==> src/rtl/fb_access_arbiter.sv <==
`default_nettype none
// +--------------------------------------------------------------------------+
// | fb_access_arbiter: shares a single-port framebuffer RAM between scanout    |
// | reads, draw writes and a full-screen clear engine. Rev 1.0                 |
// +--------------------------------------------------------------------------+
module fb_access_arbiter #(
  parameter int DATA_W = 8,
  parameter int ADDR_W = 15,
  parameter int DEPTH  = 19200
) (
  input  logic              clk,
  input  logic              rst,
  input  logic              rd_req,
  input  logic [ADDR_W-1:0] rd_addr,
  output logic [DATA_W-1:0] rd_data,
  output logic              rd_valid,
  input  logic              wr_valid,
  output logic              wr_ready,
  input  logic [ADDR_W-1:0] wr_addr,
  input  logic [DATA_W-1:0] wr_data,
  input  logic              clear_start,
  input  logic [DATA_W-1:0] clear_color,
  output logic              clear_busy,
  output logic              clear_done,
  output logic [ADDR_W-1:0] mem_addr,
  output logic              mem_we,
  output logic [DATA_W-1:0] mem_wdata,
  input  logic [DATA_W-1:0] mem_rdata
);

  typedef enum logic [0:0] {
    IDLE  = 1'b0,
    CLEAR = 1'b1
  } state_t;

  localparam logic [ADDR_W-1:0] LAST_ADDR = ADDR_W'(DEPTH - 1);

  state_t            state_q, state_d;
  logic [ADDR_W-1:0] clr_addr_q, clr_addr_d;
  logic [ADDR_W-1:0] last_addr_q, last_addr_d;
  logic [DATA_W-1:0] clr_color_q, clr_color_d;
  logic [DATA_W-1:0] rd_data_q, rd_data_d;
  logic              rd_pend_q, rd_pend_d;
  logic              rd_valid_q, rd_valid_d;
  logic              clear_busy_q, clear_busy_d;
  logic              clear_done_q, clear_done_d;

  logic rd_grant;
  logic wr_fire;
  logic clr_fire;

  // Memory ownership: scanout always wins, then draw (IDLE), then clear (CLEAR).
  always_comb begin
    rd_grant  = rd_req && !rst;
    wr_ready  = !rd_req && (state_q == IDLE) && !rst;
    wr_fire   = wr_valid && wr_ready;
    clr_fire  = !rd_req && (state_q == CLEAR) && !rst;
    mem_we    = wr_fire || clr_fire;
    mem_wdata = clr_fire ? clr_color_q : wr_data;
    if (rst) begin
      mem_addr = '0;
    end else if (rd_grant) begin
      mem_addr = rd_addr;
    end else if (wr_fire) begin
      mem_addr = wr_addr;
    end else if (clr_fire) begin
      mem_addr = clr_addr_q;
    end else begin
      mem_addr = last_addr_q;
    end
    last_addr_d = mem_addr;
  end

  always_comb begin
    state_d      = state_q;
    clr_addr_d   = clr_addr_q;
    clr_color_d  = clr_color_q;
    clear_done_d = 1'b0;
    case (state_q)
      IDLE: begin
        if (clear_start) begin
          state_d     = CLEAR;
          clr_addr_d  = '0;
          clr_color_d = clear_color;
        end
      end
      CLEAR: begin
        if (clr_fire) begin
          if (clr_addr_q == LAST_ADDR) begin
            state_d      = IDLE;
            clear_done_d = 1'b1;
          end else begin
            clr_addr_d = clr_addr_q + 1'b1;
          end
        end
      end
      default: state_d = IDLE;
    endcase
    clear_busy_d = (state_d == CLEAR);
  end

  // RAM returns data one cycle after the grant; one more register stage here.
  always_comb begin
    rd_pend_d  = rd_grant;
    rd_valid_d = rd_pend_q;
    rd_data_d  = rd_pend_q ? mem_rdata : rd_data_q;
  end

  always_ff @(posedge clk) begin
    if (rst) begin
      state_q      <= IDLE;
      clr_addr_q   <= '0;
      last_addr_q  <= '0;
      clr_color_q  <= '0;
      rd_data_q    <= '0;
      rd_pend_q    <= 1'b0;
      rd_valid_q   <= 1'b0;
      clear_busy_q <= 1'b0;
      clear_done_q <= 1'b0;
    end else begin
      state_q      <= state_d;
      clr_addr_q   <= clr_addr_d;
      last_addr_q  <= last_addr_d;
      clr_color_q  <= clr_color_d;
      rd_data_q    <= rd_data_d;
      rd_pend_q    <= rd_pend_d;
      rd_valid_q   <= rd_valid_d;
      clear_busy_q <= clear_busy_d;
      clear_done_q <= clear_done_d;
    end
  end

  assign rd_data    = rd_data_q;
  assign rd_valid   = rd_valid_q;
  assign clear_busy = clear_busy_q;
  assign clear_done = clear_done_q;

endmodule
`default_nettype wire

==> config.mk <==
export PLATFORM = sky130hd
export DESIGN_NAME = fb_access_arbiter
export DESIGN_NICKNAME = d
export VERILOG_FILES = /design/src/rtl/fb_access_arbiter.sv
export SDC_FILE = /design/constraint.sdc
export NUM_CORES = 1
export LEC_CHECK = 0
export BUFFER_PORTS_ARGS = -buffer_cell sky130_fd_sc_hd__clkbuf_2
export CORE_UTILIZATION = 53
export DETAILED_ROUTE_END_ITERATION = 10
export GPL_TIMING_DRIVEN = 0
export PLACE_DENSITY_LB_ADDON = 0.12
export SYNTH_ARGS = -nofsm -noshare
export SYNTH_HDL_FRONTEND = slang
export SYNTH_SLANG_ARGS = --single-unit
==> constraint.sdc <==
create_clock -name clk -period 2.6 [get_ports clk]
set_input_delay 0.39 -clock clk [delete_from_list [all_inputs] [get_ports clk]]
set_output_delay 0.39 -clock clk [all_outputs]
set_load 0.005 [all_outputs]
==> results of run 1 <==
registers in the layout, summed over array words and instances, names as in the netlist:
signal       flops
last_addr_q     15
clr_addr_q      15
clr_color_q      8
rd_data          8
rd_valid         1
clear_done       1
clear_busy       1
rd_pend_q        1
routing by layer:
metal,vias up,GRT usage [%],part of all wire [%]
li1,1300,-,-
met1,1174,30.6,44
met2,67,44.0,49
met3,15,4.70,4.0
met4,0,11.6,2.6
met5,-,0,0
power by group through the flow:
stage | registers, mW | logic [mW] | clock network (mW)
3_3_place_gp | 0.826 | 0.245 | 0
6_report | 0.809 | 0.249 | 0.430
4_1_cts | 0.809 | 0.252 | 0.441
2_1_floorplan | 0.826 | 0.143 | 0
5_1_grt | 0.813 | 0.279 | 0.476
3_5_place_dp | 0.827 | 0.250 | 0
through the flow:
stage / cells / util [%] / hold WS (ps)
6_report: 467 / 70.1 / 297
3_5_place_dp: 460 / 68.4 / 449
3_3_place_gp: 460 / 68.4 / 442
2_1_floorplan: 315 / - / 437
5_1_grt: 467 / 70.1 / 293
4_1_cts: 467 / 70.1 / 290
area by class of cell:
cell class	instances	area, µm²	share of cell area [%]
buffer	26	119	3.79
clock buffer	5	68.8	2.19
clock inverter	2	10.0	0.319
inverter	1	3.75	0.120
multi-input combinational	238	1410	44.8
sequential	50	1000	31.9
tap	52	65.1	2.07
timing repair buffer	93	465	14.8
kinds of logic after synthesis:
| family | share of synthesized area, % |
|---|---|
| xor+xnor | 0.346 |
| fa+ha+maj | 0.495 |
| simple gates | 25.3 |
| flops | 39.6 |
| buf+inv | 4.85 |
| mux | 15.4 |
| compound gates | 14.0 |
cells in the mapped netlist, types with 2 or more instances:
| cell type | count |
|---|---|
| a21o_1 | 2 |
| a21oi_1 | 14 |
| a311oi_1 | 5 |
| a31oi_1 | 2 |
| and4_1 | 6 |
| buf_2 | 11 |
| buf_4 | 2 |
| clkbuf_1 | 13 |
| dfxtp_1 | 50 |
| mux2i_1 | 39 |
| nand2_1 | 61 |
| nand3_1 | 6 |
| nand4_1 | 4 |
| nor2_1 | 46 |
| nor2b_1 | 3 |
| nor3_1 | 3 |
| nor3b_2 | 2 |
| o211ai_1 | 3 |
| o21ai_0 | 20 |
| o311ai_0 | 3 |
| o31ai_1 | 4 |
| or3_1 | 3 |
critical path: stages, from the launching register on:
cell	delay [ps]
dfxtp_1	420
buf_2	240
clkbuf_1	380
o21ai_0	180
mux2i_1	220
nor2_1	60
clkbuf_2	120
worst paths after layout:
path / from / slack, ps / end / depth (start not counted)
max: clear_busy$_SDFF_PP0_ / 280 / mem_addr[13] / 6
max reg2reg: clr_addr_q[0]$_SDFFE_PP0P_ / 720 / clr_addr_q[8]$_SDFFE_PP0P_ / 7
min: clear_color[0] / 300 / clr_color_q[0]$_SDFFE_PP0P_ / 3
min reg2reg: clr_color_q[0]$_SDFFE_PP0P_ / 460 / clr_color_q[0]$_SDFFE_PP0P_ / 2
==> results.cfg, run 1 <==
[cells_and_area]
fillers = 405
area_growth_pct = 24.1
layout.nets = 475
diodes = 0
fin_area_um2 = 3140
final_common_cell = clkbuf_2
layout-drive-gt1-share_pct = 28.2
mostFrequentLayoutCells = clkbuf_2 (93), nand2_1 (61), dfxtp_1 (50)

[grt]
grt_pass1_vias = 2264
grt_max_degree = 15
grt_pass1_wl_mm = 10.0
grt_overflow = 0
grt_usage_pct = 25.4
grt_antenna_before_repair = 0

[detailed_routing]
routed_wl_mm = 6.17
firstDrtPassIters = 10
drt_iter0_drc = 116
via_per_inst = 5.47
wl_per_cell_um = 13.2
detail-route-antenna-nets = 0
drc = 4
vias = 2556

[cts]
h-tree-depth = 2
cts_num_sinks = 50
post_cts_resized = 0
cts-root-buf = clkbuf_8
clkSlewWorstSetupHoldPaths_ps = 90
cts_tree = done
clk_latency_ps = 300
cts_buffers = 5
cts_hold_buf = 0
clockBufferDepth = 2
post_cts_buffers = 0

[placed_design]
place_ws_ps = 583
gp_congestion = 0.817
port_buffers = 93
hpwl_mm = 4.68
placed_area_um2 = 3060

[floorplan]
start_util_pct = 56.5
io_pins = 95
die_area_um2 = 5050
die_width_um = 71.1
die_h_um = 71.1
num_rows = 24
core_um2 = 4470

[run]
cap_violations = 0

[power]
total_power_mw = 1.49
p_seq_share_pct = 54.4
leakagePower_nw = 1.48
powerDensity_nw_per_um2 = 474
combPwrFrac_pct = 16.8
intPower_mw = 1.09
power_switching_mw = 0.395
swShare_pct = 26.6
power_frac_clock_pct = 28.9
ir_worst_vdd_mv = 0.363

[hold_path]
min-delay-path-class = in -> reg

[sta]
rsz0062_at_grt = no
fin_crit_sh_pct = 89.3
relSlewSlack_pct = 60.2
worst_pin_slew_ps = 597
skew_ps = 6.56
setup_viol = 0
tns_ps = 0
fmax_ghz = 0.431
setup_ws_ps = 277
fin_crit_ps = 2320
hold_viol = 0
slew_viol_final = 0

[logic_synthesis]
ys_types = 35
yosysTopAreaCell = dfxtp_1
yosysWarnings = 0
synth_flop_cell = dfxtp_1
synth_top_area_share_pct = 39.6
syn_inst = 315
synth_seq_area_share_pct = 39.6
synth-seq-cells = 50
syn_area_per_cell_um2 = 8.03
syn_area_um2 = 2530
synthArstFlopShare_pct = 0
synth_nets = 375
synth_area_leaders = dfxtp_1 (40%), mux2i_1 (15%), nand2_1 (9.1%), nor2_1 (6.8%), o21ai_0 (4.0%)
synth_edf_count = 0

[worst_setup_path]
critPathLaunchType = register
worstPathArrival_ps = 1930
required_ps = 2210
crit_type = reg -> out
end_kind = output pin
cp_max_fo = 10

[run_status]
status = finished, violations left
violations = DRC
Power figures use the tool's default switching activity.
==> inputs of run 2 (changes only) <==
--- a/config.mk
+++ b/config.mk
@@ -10,6 +10,7 @@
 export DETAILED_ROUTE_END_ITERATION = 10
 export GPL_TIMING_DRIVEN = 0
 export PLACE_DENSITY_LB_ADDON = 0.12
+export RECOVER_POWER = 25
 export SYNTH_ARGS = -nofsm -noshare
 export SYNTH_HDL_FRONTEND = slang
 export SYNTH_SLANG_ARGS = --single-unit
==> results.cfg, run 2 (synthesis results as in run 1) <==
[run_status]
status = finished, violations left
violations = DRC

[detailed_routing]
drt_iter0_drc = 115
routed_wl_mm = 6.17
drc = 4
via_per_inst = 5.50
firstDrtPassIters = 8
vias = 2567
wl_per_cell_um = 13.2
detail-route-antenna-nets = 0

[cts]
cts-root-buf = clkbuf_8
clockBufferDepth = 2
cts_hold_buf = 0
cts_num_sinks = 50
post_cts_resized = 0
cts_tree = done
clkSlewWorstSetupHoldPaths_ps = 90
clk_latency_ps = 300
h-tree-depth = 2
cts_buffers = 5
post_cts_buffers = 0

[sta]
rsz0062_at_grt = no
fin_crit_ps = 2310
relSlewSlack_pct = 60.2
skew_ps = 7.14
fin_crit_sh_pct = 88.9
hold_viol = 0
fin_hold_ws_ps = 297
setup_viol = 0
setup_ws_ps = 288
tns_ps = 0
slew_viol_final = 0
fmax_ghz = 0.432
worst_pin_slew_ps = 597

[cells_and_area]
final_common_cell = clkbuf_2
layout-drive-gt1-share_pct = 27.2
diodes = 0
biggestRegsByFlops = clr_addr_q: 15 flops, last_addr_q: 15 flops
layoutNonFillerInstCount = 467
area_growth_pct = 23.9
layout.nets = 475
mostFrequentLayoutCells = clkbuf_2 (90), nand2_1 (61), dfxtp_1 (50)

[placed_design]
place_ws_ps = 583
port_buffers = 93
gp_congestion = 0.817
place_inst = 460
hpwl_mm = 4.68

[worst_setup_path]
critPathLaunchType = register
required_ps = 2210
cp_max_fo = 10
crit_type = reg -> out
worstPathArrival_ps = 1920
end_kind = output pin

[floorplan]
die_h_um = 71.1
core_um2 = 4470
io_pins = 95
die_area_um2 = 5050
die_width_um = 71.1
start_util_pct = 56.5
num_rows = 24

[grt]
grt_pass1_wl_mm = 10.0
grt_usage_pct = 25.4
grt_antenna_before_repair = 0
grt_max_degree = 15
grt_overflow = 0
grt_pass1_vias = 2264

[power]
total_power_mw = 1.49
powerDensity_nw_per_um2 = 474
leakagePower_nw = 1.47
ir_worst_vdd_mv = 0.363

[run]
cap_violations = 0

[hold_path]
min-delay-path-class = in -> reg
run 2: worst paths after layout:
check                                   start                           to  slack [ps]  cells after the start
setup / recovery        clear_busy$_SDFF_PP0_                 mem_addr[13]         290                      6
hold / removal                 clear_color[0]  clr_color_q[0]$_SDFFE_PP0P_         300                      3
setup reg to reg   clr_addr_q[0]$_SDFFE_PP0P_   clr_addr_q[8]$_SDFFE_PP0P_         730                      7
hold reg to reg   clr_color_q[0]$_SDFFE_PP0P_  clr_color_q[0]$_SDFFE_PP0P_         460                      2
run 2: layout make-up:
class / count / area (µm²)
Fill cell: 405 / 1340
Inverter: 1 / 3.75
Timing Repair Buffer: 93 / 462
Tap cell: 52 / 65.1
Clock inverter: 2 / 10.0
Buffer: 26 / 118
Multi-Input combinational cell: 238 / 1410
Sequential cell: 50 / 1000
Clock buffer: 5 / 68.8
run 2: where the power goes:
group,leakage (nW),internal (mW),switching (mW)
clock,0.0438,0.181,0.247
combinational,1.02,0.114,0.134
sequential,0.409,0.797,0.0124
total,1.47,1.09,0.394
run 2: per-layer routing:
layer  part of all wire [%]  track usage, %  routed length, µm  vias to the layer above
met5                      0               0                  0                        -
met4                    2.6            11.6                159                        0
met3                    3.9            4.70                239                       15
met2                     49            44.0               3010                       65
met1                     45            30.6               2760                     1185
li1                       -               -                  -                     1302
run 2: stage by stage:
stage | utilization (%) | area [µm²]
2_1_floorplan | - | 2530
3_3_place_gp | 68.4 | 3060
3_5_place_dp | 68.4 | 3060
4_1_cts | 70.1 | 3140
5_1_grt | 70.0 | 3130
6_report | 70.0 | 3130
run 2: critical path: stages, from the launching register on:
cell and delay, ps:
dfxtp_1 420, buf_2 240, clkbuf_1 380, o21ai_0 180, mux2i_1 220, nor2_1 60, clkbuf_2 120
==> inputs of run 3 (changes only) <==
--- a/config.mk
+++ b/config.mk
@@ -6,7 +6,9 @@
 export NUM_CORES = 1
 export LEC_CHECK = 0
 export BUFFER_PORTS_ARGS = -buffer_cell sky130_fd_sc_hd__clkbuf_2
-export CORE_UTILIZATION = 53
+export CELL_PAD_IN_SITES_DETAIL_PLACEMENT = 0
+export CELL_PAD_IN_SITES_GLOBAL_PLACEMENT = 1
+export CORE_UTILIZATION = 37
 export DETAILED_ROUTE_END_ITERATION = 10
 export GPL_TIMING_DRIVEN = 0
 export PLACE_DENSITY_LB_ADDON = 0.12
==> results.cfg, run 3 (synthesis results as in run 1) <==
[run_status]
status = finished, final reports clean

[cells_and_area]
biggestRegsByFlops = clr_addr_q: 15 flops, last_addr_q: 15 flops
multiInputGateArea_um2 = 1410
diodes = 0
mostFrequentLayoutCells = clkbuf_2 (90), nand2_1 (61), dfxtp_1 (50)
fillers = 680
layout.nets = 475
final_common_cell = clkbuf_2
regArea_um2 = 1000
area_growth_pct = 26.4
layout-drive-gt1-share_pct = 27.4

[sta]
fin_crit_sh_pct = 90.4
tns_ps = 0
worst_pin_slew_ps = 642
fmax_ghz = 0.425
skew_ps = 5.12
slew_viol_final = 0
setup_viol = 0
rsz0062_at_grt = no
fin_hold_ws_ps = 289
relSlewSlack_pct = 57.2
hold_viol = 0
fin_crit_ps = 2350

[worst_setup_path]
crit_type = reg -> out
required_ps = 2210
crit_buf_inv = 3
path_delay_family = buffers and inverters
crit_chain = buf_2 -> clkbuf_1 -> o21ai_0 -> mux2i_1 -> nor2_1 -> clkbuf_2
critPathLaunchType = register
end_kind = output pin
cp_max_fo = 10
worstPathArrival_ps = 1960
cpPeakStageDelay_ps = 440
slowest_stage = dfxtp_1

[grt]
grt_max_degree = 15
grt.busiest_layer = met2
met2_usage_pct = 34.9
grt_overflow = 0
grtUsageMet3_pct = 4.23
grt_pass1_vias = 2351
grt_antenna_before_repair = 0
use_met1_pct = 26.5
grt_pass1_wl_mm = 11.5
grt_usage_pct = 20.3

[cts]
post_cts_resized = 0
clkSlewWorstSetupHoldPaths_ps = 90
clk_latency_ps = 310
clockBufferDepth = 2
post_cts_buffers = 0
h-tree-depth = 2
cts_buffers = 5
cts_hold_buf = 0
cts_tree = done
cts_num_sinks = 50
cts-root-buf = clkbuf_8

[floorplan]
core_um2 = 6460
die_h_um = 84.7
num_rows = 29
die_area_um2 = 7170
io_pins = 95
die_width_um = 84.7
start_util_pct = 39.2

[detailed_routing]
drc = 0
firstDrtPassIters = 6
wl_per_cell_um = 13.8
routed_wl_mm = 6.80
via_per_inst = 5.07
drt_iter0_drc = 214
detail-route-antenna-nets = 0
vias = 2500

[power]
powerDensity_nw_per_um2 = 499
ir_worst_vdd_mv = 0.288
leakagePower_nw = 1.48

[placed_design]
port_buffers = 93
gp_congestion = 0.798
hpwl_mm = 5.02

[hold_path]
min-delay-path-class = in -> reg

[run]
cap_violations = 0
==> run 3: where the power goes <==
| part | total (mW) | switching (mW) | internal (mW) | leakage [nW] |
|---|---|---|---|---|
| clock network | 0.534 | 0.265 | 0.269 | 0.0575 |
| logic | 0.250 | 0.136 | 0.114 | 1.01 |
| registers | 0.809 | 0.0125 | 0.797 | 0.409 |
==> run 3: metal layers <==
metal / share of wire [%] / up-vias / wire [µm]
li1: - / 1292 / -
met1: 47 / 1157 / 3200
met2: 49 / 47 / 3330
met3: 3.3 / 4 / 221
met4: 0.65 / 0 / 44
met5: 0 / - / 0
==> run 3: layout make-up <==
cell class | instances | area share [%]
Buffer | 26 | 3.68
Clock buffer | 8 | 3.45
Inverter | 1 | 0.117
Multi-Input combinational cell | 238 | 44.0
Sequential cell | 50 | 31.3
Tap cell | 77 | 3.01
Timing Repair Buffer | 93 | 14.4
==> run 3: worst register-to-register path: stages, from the launching register on <==
cell and delay [ps]:
dfxtp_1 370, ha_1 240, and4_1 200, buf_4 160
and4_1 150, clkbuf_1 200, o311ai_0 360, o31ai_1 110
==> run 3: final timing paths <==
| kind | from | end | slack, ps | depth (start not counted) |
|---|---|---|---|---|
| min reg2reg | clr_color_q[2]$_SDFFE_PP0P_ | clr_color_q[2]$_SDFFE_PP0P_ | 460 | 2 |
| min | clear_color[3] | clr_color_q[3]$_SDFFE_PP0P_ | 290 | 3 |
| max | clear_busy$_SDFF_PP0_ | mem_addr[0] | 250 | 6 |
| max reg2reg | clr_addr_q[0]$_SDFFE_PP0P_ | clr_addr_q[7]$_SDFFE_PP0P_ | 680 | 7 |
==> run 3: through the flow <==
step	power (mW)	instances	utilization [%]	setup slack, ps	cell area [µm²]
2_1_floorplan	0.968	315	-	878	2530
3_3_place_gp	1.08	485	47.8	558	3090
3_5_place_dp	1.08	485	47.8	557	3090
4_1_cts	1.61	493	49.6	239	3200
5_1_grt	1.69	493	49.5	30.1	3200
6_report	1.59	493	49.5	250	3200
